## src/rtl/wbc_pkg.sv

```systemverilog
// rtl/wbc_pkg.sv - shared slot/error types and beat-slice helper for wr_beat_scoreboard
package wbc_pkg;

  typedef enum logic [1:0] {
    IDLE   = 2'd0,
    ACTIVE = 2'd1,
    LINGER = 2'd2
  } slot_state_e;

  typedef enum logic [2:0] {
    ERR_NONE     = 3'd0,
    ERR_DATA     = 3'd1,
    ERR_OVERFLOW = 3'd2,
    ERR_ORPHAN   = 3'd3,
    ERR_REUSE    = 3'd4
  } err_e;

  // Widest payload and beat the helper handles; callers zero-extend into these.
  localparam int MAX_DATA_W = 1024;
  localparam int MAX_BEAT_W = 64;

  // Beat number idx of a payload made of beat_w-bit beats, beat 0 in the LSBs.
  function automatic logic [MAX_BEAT_W-1:0] beat_slice(
    input logic [MAX_DATA_W-1:0] payload,
    input int                    beat_w,
    input int                    idx
  );
    logic [MAX_BEAT_W-1:0] mask;
    for (int i = 0; i < MAX_BEAT_W; i++) begin
      mask[i] = (i < beat_w);
    end
    return MAX_BEAT_W'(payload >> (beat_w * idx)) & mask;
  endfunction

endpackage

```

## src/rtl/wr_beat_scoreboard_if.sv

```systemverilog
// rtl/wr_beat_scoreboard_if.sv - tagged write-data protocol bundle observed by wr_beat_scoreboard
interface wr_beat_scoreboard_if #(
  parameter int TAG_W  = 4,
  parameter int BEAT_W = 8,
  parameter int BEATS  = 16
);

  logic                    write_request;
  logic                    write_request_ack;
  logic [TAG_W-1:0]        write_request_ack_tag;
  logic [BEAT_W*BEATS-1:0] model_data;
  logic                    data_valid;
  logic [TAG_W-1:0]        data_valid_tag;
  logic [BEAT_W-1:0]       data;
  logic                    last_data_valid;
  logic                    retry;
  logic [TAG_W-1:0]        retry_tag;

  modport master (
    output write_request, write_request_ack, write_request_ack_tag, model_data,
    output data_valid, data_valid_tag, data, last_data_valid,
    output retry, retry_tag
  );

  modport slave (
    input write_request, write_request_ack, write_request_ack_tag, model_data,
    input data_valid, data_valid_tag, data, last_data_valid,
    input retry, retry_tag
  );

endinterface

```

## src/rtl/wbc_slot.sv

```systemverilog
// rtl/wbc_slot.sv - one tag's FSM, expected payload, beat index and compare (stats flags under WR_BEAT_SCOREBOARD_STATS_EN)
module wbc_slot
  import wbc_pkg::*;
#(
  parameter int BEAT_W = 8,
  parameter int BEATS  = 16
) (
  input  logic                     clk,
  input  logic                     rst_n,
  input  logic                     accept,
  input  logic [BEAT_W*BEATS-1:0]  model_data,
  input  logic                     beat,
  input  logic                     last,
  input  logic [BEAT_W-1:0]        data,
  input  logic                     retry,
  output logic [$clog2(BEATS)-1:0] index,
  output logic                     busy_next,
  output logic                     err_data,
  output logic                     err_overflow,
  output logic                     err_orphan,
  output logic                     err_reuse
`ifdef WR_BEAT_SCOREBOARD_STATS_EN
  ,
  output logic                     done,
  output logic                     retry_applied
`endif
);

  localparam int DATA_W = BEAT_W * BEATS;
  localparam int IDX_W  = $clog2(BEATS);
  localparam logic [IDX_W-1:0] LAST_IDX = IDX_W'(BEATS - 1);

  slot_state_e           state;
  slot_state_e           state_d;
  logic [DATA_W-1:0]     payload;
  logic [DATA_W-1:0]     payload_d;
  logic [IDX_W-1:0]      index_d;
  logic [MAX_DATA_W-1:0] payload_wide;
  logic [MAX_BEAT_W-1:0] data_wide;
  logic [MAX_BEAT_W-1:0] exp_wide;

  // Expected beat at the current index, compared at the helper's fixed width
  always_comb begin
    payload_wide               = '0;
    payload_wide[DATA_W-1:0]   = payload;
    data_wide                  = '0;
    data_wide[BEAT_W-1:0]      = data;
    exp_wide                   = beat_slice(payload_wide, BEAT_W, int'(index));
  end

  // Beat is judged on the current state, then retry rewinds, then acceptance overwrites
  always_comb begin
    state_d      = state;
    index_d      = index;
    payload_d    = payload;
    err_data     = 1'b0;
    err_overflow = 1'b0;
    err_orphan   = 1'b0;
    err_reuse    = 1'b0;

    if (beat) begin
      if (state == ACTIVE) begin
        err_data = (data_wide != exp_wide);
        if (last) begin
          state_d = LINGER;
        end else if (index == LAST_IDX) begin
          // Index saturates so later beats keep comparing against the final slice
          err_overflow = 1'b1;
        end else begin
          index_d = index + 1'b1;
        end
      end else begin
        err_orphan = 1'b1;
      end
    end

    if (state == LINGER) begin
      // The post-last window is a single cycle: a retry revives the slot, else it frees
      state_d = retry ? ACTIVE : IDLE;
      index_d = '0;
    end else if (state == ACTIVE && retry) begin
      state_d = ACTIVE;
      index_d = '0;
    end

    if (accept) begin
      err_reuse = (state == ACTIVE);
      state_d   = ACTIVE;
      index_d   = '0;
      payload_d = model_data;
    end
  end

  assign busy_next = (state_d != IDLE);

`ifdef WR_BEAT_SCOREBOARD_STATS_EN
  assign done          = (state == LINGER) && !retry && !accept;
  assign retry_applied = retry && (state != IDLE);
`endif

  // Slot state, beat index and captured payload
  always_ff @(posedge clk or negedge rst_n) begin
    if (!rst_n) begin
      state   <= IDLE;
      index   <= '0;
      payload <= '0;
    end else begin
      state   <= state_d;
      index   <= index_d;
      payload <= payload_d;
    end
  end

endmodule

```

## src/rtl/wr_beat_scoreboard.sv

```systemverilog
// rtl/wr_beat_scoreboard.sv - tagged write-data checker top; optional counters under WR_BEAT_SCOREBOARD_STATS_EN
module wr_beat_scoreboard
  import wbc_pkg::*;
#(
  parameter int TAG_W  = 4,
  parameter int BEAT_W = 8,
  parameter int BEATS  = 16
) (
  input  logic                     clk,
  input  logic                     rst_n,
  wr_beat_scoreboard_if.slave      bus,
  output logic                     err_valid,
  output err_e                     err_code,
  output logic [TAG_W-1:0]         err_tag,
  output logic [$clog2(BEATS)-1:0] err_beat,
  output logic                     err_multi,
  output logic [TAG_W:0]           outstanding,
  output logic                     busy
`ifdef WR_BEAT_SCOREBOARD_STATS_EN
  ,
  output logic [31:0]              stat_done,
  output logic [31:0]              stat_retry,
  output logic [31:0]              stat_err
`endif
);

  localparam int NUM_TAGS = 2 ** TAG_W;
  localparam int IDX_W    = $clog2(BEATS);

  logic                accepted;
  logic [NUM_TAGS-1:0] acc_sel;
  logic [NUM_TAGS-1:0] beat_sel;
  logic [NUM_TAGS-1:0] retry_sel;
  logic [NUM_TAGS-1:0] busy_next;
  logic [NUM_TAGS-1:0] e_data;
  logic [NUM_TAGS-1:0] e_ovf;
  logic [NUM_TAGS-1:0] e_orph;
  logic [NUM_TAGS-1:0] e_reuse;
  logic [IDX_W-1:0]    slot_index [NUM_TAGS];

  logic                beat_err;
  logic                err_valid_d;
  err_e                code_d;
  logic [TAG_W-1:0]    tag_d;
  logic [IDX_W-1:0]    beat_d;
  logic                multi_d;
  logic [TAG_W:0]      cnt_d;

  assign accepted = bus.write_request & bus.write_request_ack;

  // One-hot decode of the acceptance, beat and retry tags
  always_comb begin
    acc_sel                            = '0;
    beat_sel                           = '0;
    retry_sel                          = '0;
    acc_sel[bus.write_request_ack_tag] = accepted;
    beat_sel[bus.data_valid_tag]       = bus.data_valid;
    retry_sel[bus.retry_tag]           = bus.retry;
  end

`ifdef WR_BEAT_SCOREBOARD_STATS_EN
  logic [NUM_TAGS-1:0] done_v;
  logic [NUM_TAGS-1:0] retry_v;
`endif

  for (genvar t = 0; t < NUM_TAGS; t++) begin : g_slot
    wbc_slot #(
      .BEAT_W (BEAT_W),
      .BEATS  (BEATS)
    ) u_slot (
      .clk           (clk),
      .rst_n         (rst_n),
      .accept        (acc_sel[t]),
      .model_data    (bus.model_data),
      .beat          (beat_sel[t]),
      .last          (bus.last_data_valid),
      .data          (bus.data),
      .retry         (retry_sel[t]),
      .index         (slot_index[t]),
      .busy_next     (busy_next[t]),
      .err_data      (e_data[t]),
      .err_overflow  (e_ovf[t]),
      .err_orphan    (e_orph[t]),
      .err_reuse     (e_reuse[t])
`ifdef WR_BEAT_SCOREBOARD_STATS_EN
      ,
      .done          (done_v[t]),
      .retry_applied (retry_v[t])
`endif
    );
  end

  // Only the beat's slot can raise beat errors and only the accepted slot can raise reuse,
  // so OR-reduction identifies the source and the tag buses locate it
  always_comb begin
    beat_err = (|e_data) | (|e_ovf) | (|e_orph);
    code_d   = ERR_NONE;
    tag_d    = '0;
    beat_d   = '0;
    if (|e_data) begin
      code_d = ERR_DATA;
      tag_d  = bus.data_valid_tag;
      beat_d = slot_index[bus.data_valid_tag];
    end else if (|e_ovf) begin
      code_d = ERR_OVERFLOW;
      tag_d  = bus.data_valid_tag;
      beat_d = slot_index[bus.data_valid_tag];
    end else if (|e_orph) begin
      code_d = ERR_ORPHAN;
      tag_d  = bus.data_valid_tag;
      beat_d = slot_index[bus.data_valid_tag];
    end else if (|e_reuse) begin
      code_d = ERR_REUSE;
      tag_d  = bus.write_request_ack_tag;
      beat_d = slot_index[bus.write_request_ack_tag];
    end
    err_valid_d = (code_d != ERR_NONE);
    multi_d     = beat_err & (|e_reuse);
  end

  // Popcount of slots that will be non-idle after this edge
  always_comb begin
    cnt_d = '0;
    for (int t = 0; t < NUM_TAGS; t++) begin
      cnt_d = cnt_d + (TAG_W + 1)'(busy_next[t]);
    end
  end

  // Registered error report and occupancy
  always_ff @(posedge clk or negedge rst_n) begin
    if (!rst_n) begin
      err_valid   <= 1'b0;
      err_code    <= ERR_NONE;
      err_tag     <= '0;
      err_beat    <= '0;
      err_multi   <= 1'b0;
      outstanding <= '0;
      busy        <= 1'b0;
    end else begin
      err_valid   <= err_valid_d;
      err_code    <= code_d;
      err_tag     <= tag_d;
      err_beat    <= beat_d;
      err_multi   <= multi_d;
      outstanding <= cnt_d;
      busy        <= |busy_next;
    end
  end

`ifdef WR_BEAT_SCOREBOARD_STATS_EN
  // Saturating event counters; at most one done and one retry can occur per cycle
  always_ff @(posedge clk or negedge rst_n) begin
    if (!rst_n) begin
      stat_done  <= '0;
      stat_retry <= '0;
      stat_err   <= '0;
    end else begin
      if ((|done_v) && (stat_done != '1)) begin
        stat_done <= stat_done + 32'd1;
      end
      if ((|retry_v) && (stat_retry != '1)) begin
        stat_retry <= stat_retry + 32'd1;
      end
      if (err_valid_d && (stat_err != '1)) begin
        stat_err <= stat_err + 32'd1;
      end
    end
  end
`endif

endmodule

```

## src/flat_wrapper.sv

```systemverilog
// flat-port wrapper written by rule: the top's interface ports become plain ports
module wr_beat_scoreboard_flat import wbc_pkg::*;
#(
  parameter int TAG_W  = 4,
  parameter int BEAT_W = 8,
  parameter int BEATS  = 16
)
  (clk, rst_n, err_valid, err_code, err_tag, err_beat, err_multi, outstanding, busy, bus_write_request, bus_write_request_ack, bus_write_request_ack_tag, bus_model_data, bus_data_valid, bus_data_valid_tag, bus_data, bus_last_data_valid, bus_retry, bus_retry_tag);
  wr_beat_scoreboard_if #(.TAG_W(TAG_W), .BEAT_W(BEAT_W), .BEATS(BEATS)) bus_i ();
  input  logic clk;
  input  logic rst_n;
  output logic err_valid;
  output err_e err_code;
  output logic [TAG_W-1:0] err_tag;
  output logic [$clog2(BEATS)-1:0] err_beat;
  output logic err_multi;
  output logic [TAG_W:0] outstanding;
  output logic busy;
  input wire logic [$bits(bus_i.write_request)-1:0] bus_write_request;
  input wire logic [$bits(bus_i.write_request_ack)-1:0] bus_write_request_ack;
  input wire logic [$bits(bus_i.write_request_ack_tag)-1:0] bus_write_request_ack_tag;
  input wire logic [$bits(bus_i.model_data)-1:0] bus_model_data;
  input wire logic [$bits(bus_i.data_valid)-1:0] bus_data_valid;
  input wire logic [$bits(bus_i.data_valid_tag)-1:0] bus_data_valid_tag;
  input wire logic [$bits(bus_i.data)-1:0] bus_data;
  input wire logic [$bits(bus_i.last_data_valid)-1:0] bus_last_data_valid;
  input wire logic [$bits(bus_i.retry)-1:0] bus_retry;
  input wire logic [$bits(bus_i.retry_tag)-1:0] bus_retry_tag;
  assign bus_i.write_request = bus_write_request;
  assign bus_i.write_request_ack = bus_write_request_ack;
  assign bus_i.write_request_ack_tag = bus_write_request_ack_tag;
  assign bus_i.model_data = bus_model_data;
  assign bus_i.data_valid = bus_data_valid;
  assign bus_i.data_valid_tag = bus_data_valid_tag;
  assign bus_i.data = bus_data;
  assign bus_i.last_data_valid = bus_last_data_valid;
  assign bus_i.retry = bus_retry;
  assign bus_i.retry_tag = bus_retry_tag;
  wr_beat_scoreboard #(.TAG_W(TAG_W), .BEAT_W(BEAT_W), .BEATS(BEATS)) u_core (.clk(clk), .rst_n(rst_n), .bus(bus_i), .err_valid(err_valid), .err_code(err_code), .err_tag(err_tag), .err_beat(err_beat), .err_multi(err_multi), .outstanding(outstanding), .busy(busy));
endmodule
```

## config.mk

```make
export PLATFORM = sky130hd
export DESIGN_NAME = wr_beat_scoreboard_flat
export DESIGN_NICKNAME = d
export VERILOG_FILES = /design/src/rtl/wbc_pkg.sv /design/src/rtl/wr_beat_scoreboard_if.sv /design/src/rtl/wbc_slot.sv /design/src/rtl/wr_beat_scoreboard.sv /design/src/flat_wrapper.sv
export SDC_FILE = /design/constraint.sdc
export NUM_CORES = 2
export LEC_CHECK = 0
export ABC_AREA = 0
export CAP_MARGIN = 20
export CELL_PAD_IN_SITES_DETAIL_PLACEMENT = 1
export CELL_PAD_IN_SITES_GLOBAL_PLACEMENT = 1
export CORE_ASPECT_RATIO = 1.1
export CORE_MARGIN = 2
export CORE_UTILIZATION = 56
export CTS_CLUSTER_DIAMETER = 100
export DETAILED_ROUTE_END_ITERATION = 10
export GPL_ROUTABILITY_DRIVEN = 0
export PLACE_DENSITY_LB_ADDON = 0.12
export SYNTH_ARGS = -nofsm -noshare
export SYNTH_HDL_FRONTEND = slang
export SYNTH_HIERARCHICAL = 1
export SYNTH_SLANG_ARGS = --single-unit
```

## constraint.sdc

```tcl
create_clock -name clk -period 7.6 [get_ports clk]
set_input_delay 1.52 -clock clk [delete_from_list [all_inputs] [get_ports clk]]
set_output_delay 1.52 -clock clk [all_outputs]
set_load 0.02 [all_outputs]
```

==> results.txt <==
The worst-margin pin slew came out at 1.71 ns. The final critical-path required period came out at 6.70 ns. In this run the remaining antenna-violating nets after routing total 0. The worst setup path is captured at a register. The filler cells instantiated in the layout total 17600.

The worst-skew pair later-pin latency came out at 0.92 ns. The largest total area in the synthesized netlist belongs to dfrtp_1. For this block, the routed nets add up to 488 mm of wire.

After detailed routing, the number of vias per cell comes to 7.55. The largest individual stage delay along the critical path comes from the cell clkdlybuf4s50_1. The internal power component came out at 26.2 mW. STA classifies the critical path startpoint as a primary input. The hold buffer count at CTS is 0. The number of endpoints with negative hold slack in the final report came out at 0. The share of total power dissipated in combinational logic is 0.366. The number of synthesized flops with an enable pin came out at 0. The critical path required time is 8.40 ns. dfrtp_1 is the most common cell in the netlist. The synthesized net count came out at 7965. The worst relative slew slack is -0.140.

The most numerous cell type found on the critical path is fa_1. After the first detailed-routing iteration, the DRC count stood at 11500. Synthesis produced a netlist whose cell count is 7746. The share of async-settable or async-resettable flops after synthesis came out at 1.00. The overall fraction of global-route tracks in use came out at 0.494.

After detailed routing, the wire length on met1 is 169 mm. The fraction of layout cells with a size suffix above 1 came out at 0.410. The sum of met3 wire segment lengths after detailed routing came out at 69.5 mm.

Detailed routing placed a total of 198 mm of wire on met2. Setup repair after global routing left no endpoint under its margin. The standard cell core area is 0.193 sq mm. The number of global-route vias before repair came to 81300. The horizontal extent of the die came out at 424 microns. The die outline height is 466 microns. Across the VDD grid, the largest voltage drop is 397 uV.

The sequential share of the synthesized area came out at 0.498. The post-CTS setup buffer count came out at 0. The sequential cell fraction of total power came out at 0.382. The aggregate global routing overflow is 0. 174 I/O pins were placed. The switching part of the total power is 0.397.

At the worst endpoint, the arrival time is 7.51 ns. The post-synthesis instance area came out at 0.109 sq mm. The layout overhead on the synthesized area is 10.9%. The total clock buffers created by CTS came out at 219. In the synthesized netlist the dominant register cell turns out to be dfrtp_1. The number of rows in the core area is 169. The final count of pins violating max slew is 115.

The buffer levels on the longest clock path is 3. The post-synthesis average cell area came out at 14.0 sq um. The run finished, with violations left. The count of synthesis-stage warnings from yosys is 6. The CTS tree is yes. The total power came out at 43.5 mW.

The first-pass GRT wire length came out at 669 mm. After detailed routing, the number of remaining DRC violations is 7. The total of endpoints with negative setup slack in the final report is 0. The initial core utilization is 0.563. The power density over the cells came out at 361 mW/mm^2. The number of sinks driven by the clock tree came out at 2163. The initial antenna violation count is 117.

The worst-path maximum fanout came out at 6. Traced cell by cell, the critical path runs through clkdlybuf4s50_1, nand4_1, nor3_2, a21o_1, a211oi_1, a21oi_1, or2_2, inv_1, fa_1, inv_1, fa_1, fa_1, inv_1, fa_1, inv_1, ha_1, fa_1, a21oi_1, nor2b_1. The checks that failed: design-rule violations, max-slew violations. The part of the power in the clock network came out at 0.252. The static power due to leakage came out at 54.2 nW. The HPWL after detailed placement is 332 mm. The largest single stage delay on the critical path is 1.11 ns. The sum of negative setup slack is 0 ns. The flop and latch count out of synthesis came out at 2163.

The first detailed-routing pass took 11 iterations. The average detailed-routed wire length per instance came out at 45.7 microns. In this run the number of H-tree levels came out at 4. The largest net degree at the start of global routing is 186. After clock tree synthesis, the repair step resized 0 gates. The cell class contributing the biggest share of worst-path delay is adder cells. Clock-pin slew was measured on the worst setup and hold paths at 0.07 ns. The top layer reached by signal wires is met5. The die covers 0.198 sq mm.

The critical path is of the in2reg type. The worst hold-check path type is reg2reg. The number of nets at the end of the flow came out at 8077. Counting distinct cell types in the post-synthesis netlist gives 59. The net switching power came out at 17.3 mW. The count of buffers from port buffering came out at 173.

By area the synthesized netlist is led by dfrtp_1, mux2_2, mux4_2, mux2i_1, clkbuf_1. The library cell used as clock root buffer is clkbuf_16. The via count of the routed design is 80500.

The maximum clock frequency came out at 149 MHz. The combined buffer and inverter count along the critical path came out at 5. Of the post-synthesis cell area, the dominant cell type holds 0.498. The post-route clock skew came out at 0.0459 ns.

The period utilization came out at 0.882. After synthesis, the most frequently instantiated cells are dfrtp_1, mux2_2, mux4_2. Max-cap violations in this run came to 0.
## cells by family after synthesis
logic type	synth area share
fa+ha+maj	0.00806
flops	0.498
buf+inv	0.0319
xor+xnor	0.00274
simple gates	0.0390
compound gates	0.0634
mux	0.357
## worst reg2reg max path, delay by kind of cell, from the launching register on
kind / cells / cell delay (ns)
flip-flops: 1 / 1.11
multiplexers: 3 / 1.66
AO/OA/AOI/OAI: 2 / 0.76
AND/OR/NAND/NOR: 5 / 1.64
buffers and inverters: 2 / 0.87
## final timing paths
check / depth (start not counted) / slack (ns) / start / to
setup / recovery: 19 / 0.90 / bus_write_request_ack_tag[0] / u_core/outstanding[4]
hold / removal: 1 / 0.50 / u_core/g_slot[6].u_slot/payload[56] / u_core/g_slot[6].u_slot/payload[56]
setup reg to reg: 12 / 1.42 / u_core/g_slot[1].u_slot/index[1] / u_core/err_tag[2]
hold reg to reg: 1 / 0.50 / u_core/g_slot[6].u_slot/payload[56] / u_core/g_slot[6].u_slot/payload[56]
max in group asynchronous: 3 / 4.95 / rst_n / u_core/g_slot[0].u_slot/payload[0]
min in group asynchronous: 1 / 0.54 / rst_n / u_core/g_slot[4].u_slot/payload[79]
## routing by layer
| metal | GRT usage | vias up |
|---|---|---|
| met3 | 0.222 | 1935 |
| met4 | 0.413 | 54 |
| li1 | - | 29700 |
| met5 | 0.00386 | - |
| met2 | 0.667 | 6092 |
| met1 | 0.603 | 42800 |
## power groups by stage
stage	sequential, mW	combinational (mW)	clock [mW]
floorplan	15.0	9.27	0
global placement	16.3	14.3	0
detailed placement	16.6	14.7	0
CTS	16.4	14.9	11.0
global route	16.8	16.0	11.4
finish	16.6	15.9	11.0
## per-stage QoR
stage	area, sq um	setup WS, ns	cells	hold WS, ns	util
after floorplan	109000	1.46	7746	0.475	-
after global placement	113000	0.495	10200	0.483	0.585
after detailed placement	113000	0.486	10200	0.491	0.586
after CTS	120000	1.44	10600	0.504	0.623
after global routing	120000	0.779	10600	0.517	0.624
final	121000	0.898	10700	0.504	0.625
## cells in the final DEF, fill, tap and decap left out, types with 79 or more instances in the layout
cell type,instances
a21oi_1,178
a31oi_1,142
buf_4,201
clkbuf_16,221
clkdlybuf4s50_1,146
dfrtp_1,2115
inv_1,197
mux2_2,2048
mux2i_1,376
mux4_2,516
nand2_1,144
nand3_1,105
nor2_1,190
nor3_1,169
o21ai_0,79
o22ai_1,80
## flip-flops by register name (all words and copies together) (netlist names)
signal	count
u_core/err_beat	4
u_core/err_multi	1
u_core/err_tag	4
u_core/busy	1
u_core/outstanding	5
u_core/g_slot.u_slot/state	32
u_core/err_valid	1
u_core/g_slot.u_slot/index	64
u_core/g_slot.u_slot/payload	2048
u_core/err_code	3
## area by class of cell
type	count	area, sq um	area share
Sequential cell	2163	54300	0.450
Multi-Input combinational cell	4876	51200	0.425
Clock buffer	318	6330	0.0526
Timing Repair Buffer	401	3780	0.0314
Tap cell	2565	3210	0.0266
Clock inverter	67	793	0.00658
Inverter	197	739	0.00614
Antenna cell	76	190	0.00158
No activity file was read; power rests on OpenSTA's default activity.
